===== config.mk =====
export PLATFORM = sky130hd
export DESIGN_NAME = crc_engine
export DESIGN_NICKNAME = d
export VERILOG_FILES = /design/src/rtl/crc_engine.sv
export SDC_FILE = /design/constraint.sdc
export NUM_CORES = 1
export LEC_CHECK = 0
export CORE_ASPECT_RATIO = 1.2
export CORE_MARGIN = 8
export CORE_UTILIZATION = 35
export DETAILED_ROUTE_END_ITERATION = 6
export GPL_TIMING_DRIVEN = 1
export PLACE_DENSITY = 0.66
export SETUP_SLACK_MARGIN = 0.15
export SYNTH_ARGS = -nofsm -noshare
export SYNTH_HDL_FRONTEND = slang
export SYNTH_SLANG_ARGS = --single-unit

===== constraint.sdc =====
create_clock -name clk_i -period 2.4 [get_ports clk_i]
set_input_delay 0.24 -clock clk_i [delete_from_list [all_inputs] [get_ports clk_i]]
set_output_delay 0.24 -clock clk_i [all_outputs]
set_load 0.01 [all_outputs]

===== src/rtl/crc_engine.sv =====
// crc_engine: parametrised CRC generator/checker with serial MSB-first output.
//
// Ports:
//   clk_i        clock, rising edge
//   rst_ni       asynchronous active-low reset
//   clr_i        synchronous abort back to IDLE with crc = INIT
//   in_valid_i   input beat valid
//   in_data_i    input beat, bit DIN_W-1 processed first
//   in_last_i    final beat of frame
//   in_ready_o   engine accepts a beat this cycle
//   crc_o        CRC register
//   crc_valid_o  frame complete, crc final
//   crc_zero_o   crc_valid_o with zero residue
//   shift_req_i  start serial output (HOLD only)
//   out_bit_o    serial CRC bit, MSB first
//   out_valid_o  out_bit_o valid
//   out_done_o   pulse coinciding with the last serial bit
//   busy_o       engine not idle
module crc_engine #(
  parameter int               CRC_W = 7,
  parameter logic [CRC_W-1:0] POLY  = CRC_W'('h09),
  parameter logic [CRC_W-1:0] INIT  = '0,
  parameter int               DIN_W = 1
) (
  input  logic             clk_i,
  input  logic             rst_ni,
  input  logic             clr_i,
  input  logic             in_valid_i,
  input  logic [DIN_W-1:0] in_data_i,
  input  logic             in_last_i,
  output logic             in_ready_o,
  output logic [CRC_W-1:0] crc_o,
  output logic             crc_valid_o,
  output logic             crc_zero_o,
  input  logic             shift_req_i,
  output logic             out_bit_o,
  output logic             out_valid_o,
  output logic             out_done_o,
  output logic             busy_o
);

  localparam int CNT_W = $clog2(CRC_W);
  localparam logic [CNT_W-1:0] LAST_CNT = CNT_W'(CRC_W - 1);

  typedef enum logic [1:0] {IDLE, CALC, HOLD, SHIFT} state_e;

  state_e             state_q, state_d;
  logic [CRC_W-1:0]   crc_q, crc_d;
  logic [CRC_W-1:0]   shift_q, shift_d;
  logic [CNT_W-1:0]   cnt_q, cnt_d;
  logic               in_ready_q, in_ready_d;
  logic               crc_valid_q, crc_valid_d;
  logic               crc_zero_q, crc_zero_d;
  logic               out_valid_q, out_valid_d;
  logic               out_done_q, out_done_d;
  logic               busy_q, busy_d;
  logic               accept;

  // Applies DIN_W serial CRC steps (MSB of the beat first) in one clock.
  function automatic logic [CRC_W-1:0] crcStep(input logic [CRC_W-1:0] c,
                                               input logic [DIN_W-1:0] d);
    logic [CRC_W-1:0] r;
    logic             fb;
    r = c;
    for (int i = DIN_W - 1; i >= 0; i--) begin
      fb = d[i] ^ r[CRC_W-1];
      r  = {r[CRC_W-2:0], 1'b0} ^ (fb ? POLY : '0);
    end
    return r;
  endfunction

  assign accept = in_valid_i && in_ready_q;

  always_comb begin
    state_d = state_q;
    crc_d   = crc_q;
    shift_d = shift_q;
    cnt_d   = cnt_q;

    if (clr_i) begin
      state_d = IDLE;
      crc_d   = INIT;
      shift_d = '0;
      cnt_d   = '0;
    end else begin
      unique case (state_q)
        IDLE, CALC: begin
          if (accept) begin
            // IDLE always starts from INIT so a new frame never inherits state.
            crc_d   = crcStep((state_q == IDLE) ? INIT : crc_q, in_data_i);
            state_d = in_last_i ? HOLD : CALC;
          end
        end
        HOLD: begin
          if (shift_req_i) begin
            shift_d = crc_q;
            cnt_d   = '0;
            state_d = SHIFT;
          end
        end
        SHIFT: begin
          shift_d = {shift_q[CRC_W-2:0], 1'b0};
          cnt_d   = cnt_q + 1'b1;
          if (cnt_q == LAST_CNT) begin
            state_d = IDLE;
            crc_d   = INIT;
            cnt_d   = '0;
          end
        end
        default: state_d = IDLE;
      endcase
    end

    // Outputs are decoded from the next state so they leave the flops clean.
    in_ready_d  = (state_d == IDLE) || (state_d == CALC);
    crc_valid_d = (state_d == HOLD) || (state_d == SHIFT);
    crc_zero_d  = crc_valid_d && (crc_d == '0);
    out_valid_d = (state_d == SHIFT);
    out_done_d  = (state_d == SHIFT) && (cnt_d == LAST_CNT);
    busy_d      = (state_d != IDLE);
  end

  always_ff @(posedge clk_i or negedge rst_ni) begin
    if (!rst_ni) begin
      state_q     <= IDLE;
      crc_q       <= INIT;
      shift_q     <= '0;
      cnt_q       <= '0;
      in_ready_q  <= 1'b1;
      crc_valid_q <= 1'b0;
      crc_zero_q  <= 1'b0;
      out_valid_q <= 1'b0;
      out_done_q  <= 1'b0;
      busy_q      <= 1'b0;
    end else begin
      state_q     <= state_d;
      crc_q       <= crc_d;
      shift_q     <= shift_d;
      cnt_q       <= cnt_d;
      in_ready_q  <= in_ready_d;
      crc_valid_q <= crc_valid_d;
      crc_zero_q  <= crc_zero_d;
      out_valid_q <= out_valid_d;
      out_done_q  <= out_done_d;
      busy_q      <= busy_d;
    end
  end

  assign in_ready_o  = in_ready_q;
  assign crc_o       = crc_q;
  assign crc_valid_o = crc_valid_q;
  assign crc_zero_o  = crc_zero_q;
  assign out_bit_o   = shift_q[CRC_W-1];
  assign out_valid_o = out_valid_q;
  assign out_done_o  = out_done_q;
  assign busy_o      = busy_q;

endmodule


* Word-level counts from Yosys, hierarchy flattened
Cells that the tools add are included.
Word-level totals: output and inout bits 14, flip-flop bits (word level) 25, word-level logic and storage cells 53, bits of input ports 7
Cells by class: equality and inequality tests 9, bitwise operators 2, reductions and logical operators 12, $add $sub $neg 1, muxes and demuxes 19
Operator list (count):
- 7-bit 2-to-1 mux | 6
- 7-bit case mux with 2 select lines | 2
- 2-bit 2-to-1 mux | 5
- 3-bit 2-to-1 mux | 3
- 2-bit == test, second input constant | 4
- 7-bit zero test | 1
- 7-bit by 4-bit bitwise XOR with 7-bit output | 1
- 3-bit == test, second input constant | 2
- 2-bit case mux with 3 select lines | 1
- 3-bit case mux with 2 select lines | 1
- 2-bit by 1-bit == test with 1-bit output, second input constant | 2
- 2-bit zero test | 2
- 4-bit 2-to-1 mux | 1
- 3-bit by 1-bit adder with 3-bit output, second input constant | 1
- 1-bit logical AND | 3
- 3-bit inequality test, second input constant | 1
- 3-bit nonzero test | 1
- 1-bit logical OR | 2
- 2-bit AND reduction | 1
- 2-bit nonzero test | 1
- 2-bit OR reduction | 1
- 1-bit bitwise XOR | 1

* Longest topological paths before layout
depth after elaboration 10, depth in mapped cells 6, gate-level depth less buffers 5

* Worst setup path before layout
OpenSTA, ideal clock, no wires.
kind reg-to-reg, start register in_ready_q (netlist: in_ready_o), end register crc_zero_q (netlist: crc_zero_o), buffers on the path 0, setup slack 0.966 ns, clock period less this slack 1.434 ns, library setup time 0.130 ns, data arrival time 1.304 ns, data required time 2.270 ns, cell stages (with the launch flop) 6, cells stage by stage dfstp_2 > nand2_1 > nor2_2 > nor2_1 > a211oi_2 > nor4_2
On the way: elaborated cells on any way between the ends 12, classes of those cells 2 x eq/ne; 6 x mux; 4 x reduce/logical
RTL lines:
- start: declaration | line 51 | logic in_ready_q, in_ready_d;
- start signal: assignment | line 140 | in_ready_q <= in_ready_d;
- 1-bit logical AND | line 72 | assign accept = in_valid_i && in_ready_q;
- 7-bit 2-to-1 mux | line 88 | if (accept) begin
- 7-bit case mux with 2 select lines | line 86 | unique case (state_q)
- 7-bit 2-to-1 mux | line 80 | if (clr_i) begin
- via crc_d[3] | line 48 | logic [CRC_W-1:0] crc_q, crc_d;
- 7-bit zero test | line 117 | crc_zero_d = crc_valid_d && (crc_d == '0);
- 1-bit logical AND | line 117
- via crc_zero_d | line 53 | logic crc_zero_q, crc_zero_d;
- end signal: assignment | line 142 | crc_zero_q <= crc_zero_d;
- end: declaration | line 53
The timed path passes the listed nets, and every way through them passes these cells. A chain may end at the register's enable or synchronous reset.

* Final worst setup path
start register state_q[0], end register crc_zero_q (netlist: crc_zero_o)
On the way: longest elaborated chain between the ends 10, elaborated cells on any way between the ends 22, classes of those cells 5 x eq/ne; 10 x mux; 2 x bitwise; 5 x reduce/logical
Ends and longest elaborated chain:
- start: declaration | line 47 | state_e state_q, state_d;
- start signal: assignment | line 136 | state_q <= state_d;
- 2-bit zero test | line 86, 90
- 7-bit 2-to-1 mux | line 90 | crc_d = crcStep((state_q == IDLE) ? INIT : crc_q, in_data_i);
- 1-bit bitwise XOR | line 66 | fb = d[i] ^ r[CRC_W-1];
- 4-bit 2-to-1 mux | line 67 | r = {r[CRC_W-2:0], 1'b0} ^ (fb ? POLY : '0);
- 7-bit by 4-bit bitwise XOR with 7-bit output | line 67
- 7-bit 2-to-1 mux | line 88
- 7-bit case mux with 2 select lines (*) | line 86
- 7-bit 2-to-1 mux (*) | line 80
- via crc_d[3] | line 48
- 7-bit zero test (*) | line 117
- 1-bit logical AND (*) | line 117
- via crc_zero_d | line 53
The timed path passes the listed nets; every way through them passes the cells marked *.

==> impl_metrics.json <==
{
  "setup_violations": 0,
  "coreArea_mm2": 0.00328,
  "synth_warnings": 0,
  "synthCells": 122,
  "relSlewSlack_pct": 69.2,
  "synth_nets": 129,
  "synth_area_mm2": 0.00118,
  "ys.flop_type": "dfrtp_1",
  "synth.area.top_cells": "dfrtp_1, nand3_1, nor2_1, nand2_1, a311oi_1",
  "first_pass_iters": 4,
  "synth_edf_count": 0,
  "p_per_area_mw_per_mm2": 568,
  "avgSynthCellArea_um2": 9.64,
  "synthXorXnorAreaFrac_pct": 2.23,
  "cpMaxStageDelayCell": "dfrtp_1",
  "period_share_pct": 73.4,
  "holdBufCountCts": 0,
  "antenna_found_initial": 0,
  "multiInputGateArea_um2": 495,
  "finalClockSkew_ps": 7.04,
  "p_leak_uw": 0.000571,
  "setup_tns_ps": 0,
  "hold_violations": 0,
  "synth_top_family_by_area": "simple AND/OR/NAND/NOR gates",
  "synth-simple-area-share_pct": 22.9,
  "rsz0062_at_grt": "no",
  "ios": 21,
  "num_rows": 23,
  "crit_path_max_fanout": 19,
  "ir_worst_vdd_mv": 0.258,
  "cts.sinks": 25,
  "worstSetupStartpoint": "state_q[0]",
  "fp.dieH_um": 79.5,
  "fmax_ghz": 0.568,
  "path_clk_slew_ps": 90,
  "reg2reg_depth": 6,
  "nets": 151,
  "synthMuxAreaShare_pct": 0,
  "vias": 973,
  "final_core_utilization_pct": 44.5,
  "cts_tree": "done",
  "track_usage_pct": 11.0,
  "overflow": 0,
  "cts_buffers": 3,
  "m1WireLength_mm": 1.13,
  "layout_commonest_cell": "dfrtp_1",
  "cts_resized": 0,
  "chipWidth_um": 68.9,
  "numPortBuffers": 20,
  "final_cell_mix": "dfrtp_1, clkdlybuf4s50_1, nor2_1",
  "yosys_register_bits": 25,
  "async_flop_share_pct": 100,
  "vias_per_cell": 5.41,
  "cts_setup_buffers": 0,
  "ant_nets": 0,
  "cp-end-kind": "flip-flop",
  "area_growth_pct": 24.1,
  "crit_type": "reg -> reg",
  "drt_iter0_drc": 32,
  "drive_gt1_share_pct": 11.2,
  "cpMostUsedCell": "buf_4",
  "insertion_delay_ps": 260,
  "wl_met2_mm": 1.41,
  "grt_pass1_vias": 1077,
  "rrSetupSlack_ps": 640,
  "gp_congestion": 0.878,
  "ys_seq_area_share_pct": 53.3,
  "hold_class": "in -> async",
  "hpwl_mm": 1.93,
  "root_buffer": "clkbuf_8",
  "fill_cells": 337,
  "die_area_mm2": 0.00548,
  "outcome": "finished clean",
  "initial_utilization_pct": 35.9,
  "setup_ws_ps": 639,
  "start_kind": "flip-flop",
  "wl_met3_um": 157,
  "top_layer_used": "met4",
  "cap_violations": 0,
  "drc_errors": 0,
  "finalMaxSlewViolations": 0,
  "synthDistinctLibCells": 30,
  "drt-total-wl_mm": 2.72,
  "r2r_end": "crc_zero_o",
  "synth_compound_area_share_pct": 17.0,
  "wl_per_cell_um": 15.1,
  "required_ps": 2570,
  "grt_max_degree": 26,
  "grt_pass1_wl_mm": 4.77,
  "timing.hold.ws_ps": 337,
  "cts_max_level": 1,
  "clockBufferDepth": 2,
  "synth_fa_ha_area_share_pct": 0,
  "layout_min_cycle_time_ps": 1760,
  "yosys.area.top_type": "dfrtp_1",
  "seq_area_um2": 627,
  "critical_path_arrival_ps": 1940,
  "pre_cts_ws_ps": 591,
  "synth_top_area_share_pct": 51.1,
  "rr_startpoint": "state_q[0]",
  "antennaDiodeCount": 0,
  "cp_cell_sequence": "buf_4 -> nand2_1 -> o31ai_2 -> buf_4 -> a211oi_2 -> nor4_2",
  "worstMarginPinSlew_ps": 462,
  "slowest_delay_ps": 330
}
==> how the worst max path moves through the flow <==
| stage | to | slack [ps] | cells past startpoint |
|---|---|---|---|
| after floorplan | crc_zero_o | 970 | 5 |
| after global routing | crc_zero_o | 510 | 6 |
| after detailed placement | crc_zero_o | 590 | 6 |
| after global placement | crc_zero_o | 670 | 6 |
| after CTS | crc_zero_o | 650 | 6 |
| final | crc_zero_o | 640 | 6 |
==> metal layers <==
layer | GRT usage (%) | vias to the layer above
met5 | 0 | -
met4 | 4.23 | 0
met3 | 3.37 | 2
met2 | 18.6 | 16
met1 | 12.3 | 480
li1 | - | 475
==> worst max-delay path, delay by kind of cell, from the launching register on <==
family	cells	cell delay, ps
DFF	1	330
and+or+nand+nor	2	560
AOI/OAI and AO/OA	2	340
buffers and inverters	2	430
==> Yosys cell counts (2+ instances only) <==
cell type / number
dfrtp_1: 24
nor2_1: 17
nand2_1: 16
nand3_1: 13
a21oi_1: 10
a311oi_1: 6
buf_2: 4
o21ai_0: 4
a211oi_1: 2
clkbuf_1: 2
inv_1: 2
nor3b_1: 2
o31ai_1: 2
xnor2_1: 2
==> per-stage QoR <==
step           power, uW  area (um^2)  cells
6_report             829         1460    180
5_1_grt              872         1460    180
4_1_cts              840         1460    180
3_5_place_dp         594         1410    176
3_3_place_gp         592         1410    176
2_1_floorplan        536         1180    122
==> cell families (layout without fill, tap and decap cells) <==
logic type,count (synthesis),in the layout
AOI/OAI and AO/OA,29,29
xor gates and xnor gates,3,3
buffers and inverters,10,31
DFF,25,25
and+or+nand+nor,55,55
==> cell type report <==
type,count,area share (%)
sequential,25,42.9
multi-input combinational,87,33.9
timing repair buffer,25,16.3
tap,37,3.17
clock buffer,3,2.83
inverter,2,0.514
clock inverter,1,0.343
==> report_power, final <==
group	leakage [uW]	internal (uW)	switching [uW]
combinational	0.000208	56.1	76.2
clock	0.0000255	116	128
sequential	0.000338	440	13.0
total	0.000571	612	217
==> registers in the layout, indices dropped and copies added, names as in the netlist, 2 cells and up <==
name     flops
cnt_q        3
crc_o        7
shift_q      7
state_q      2
Power figures use the tool's default switching activity.
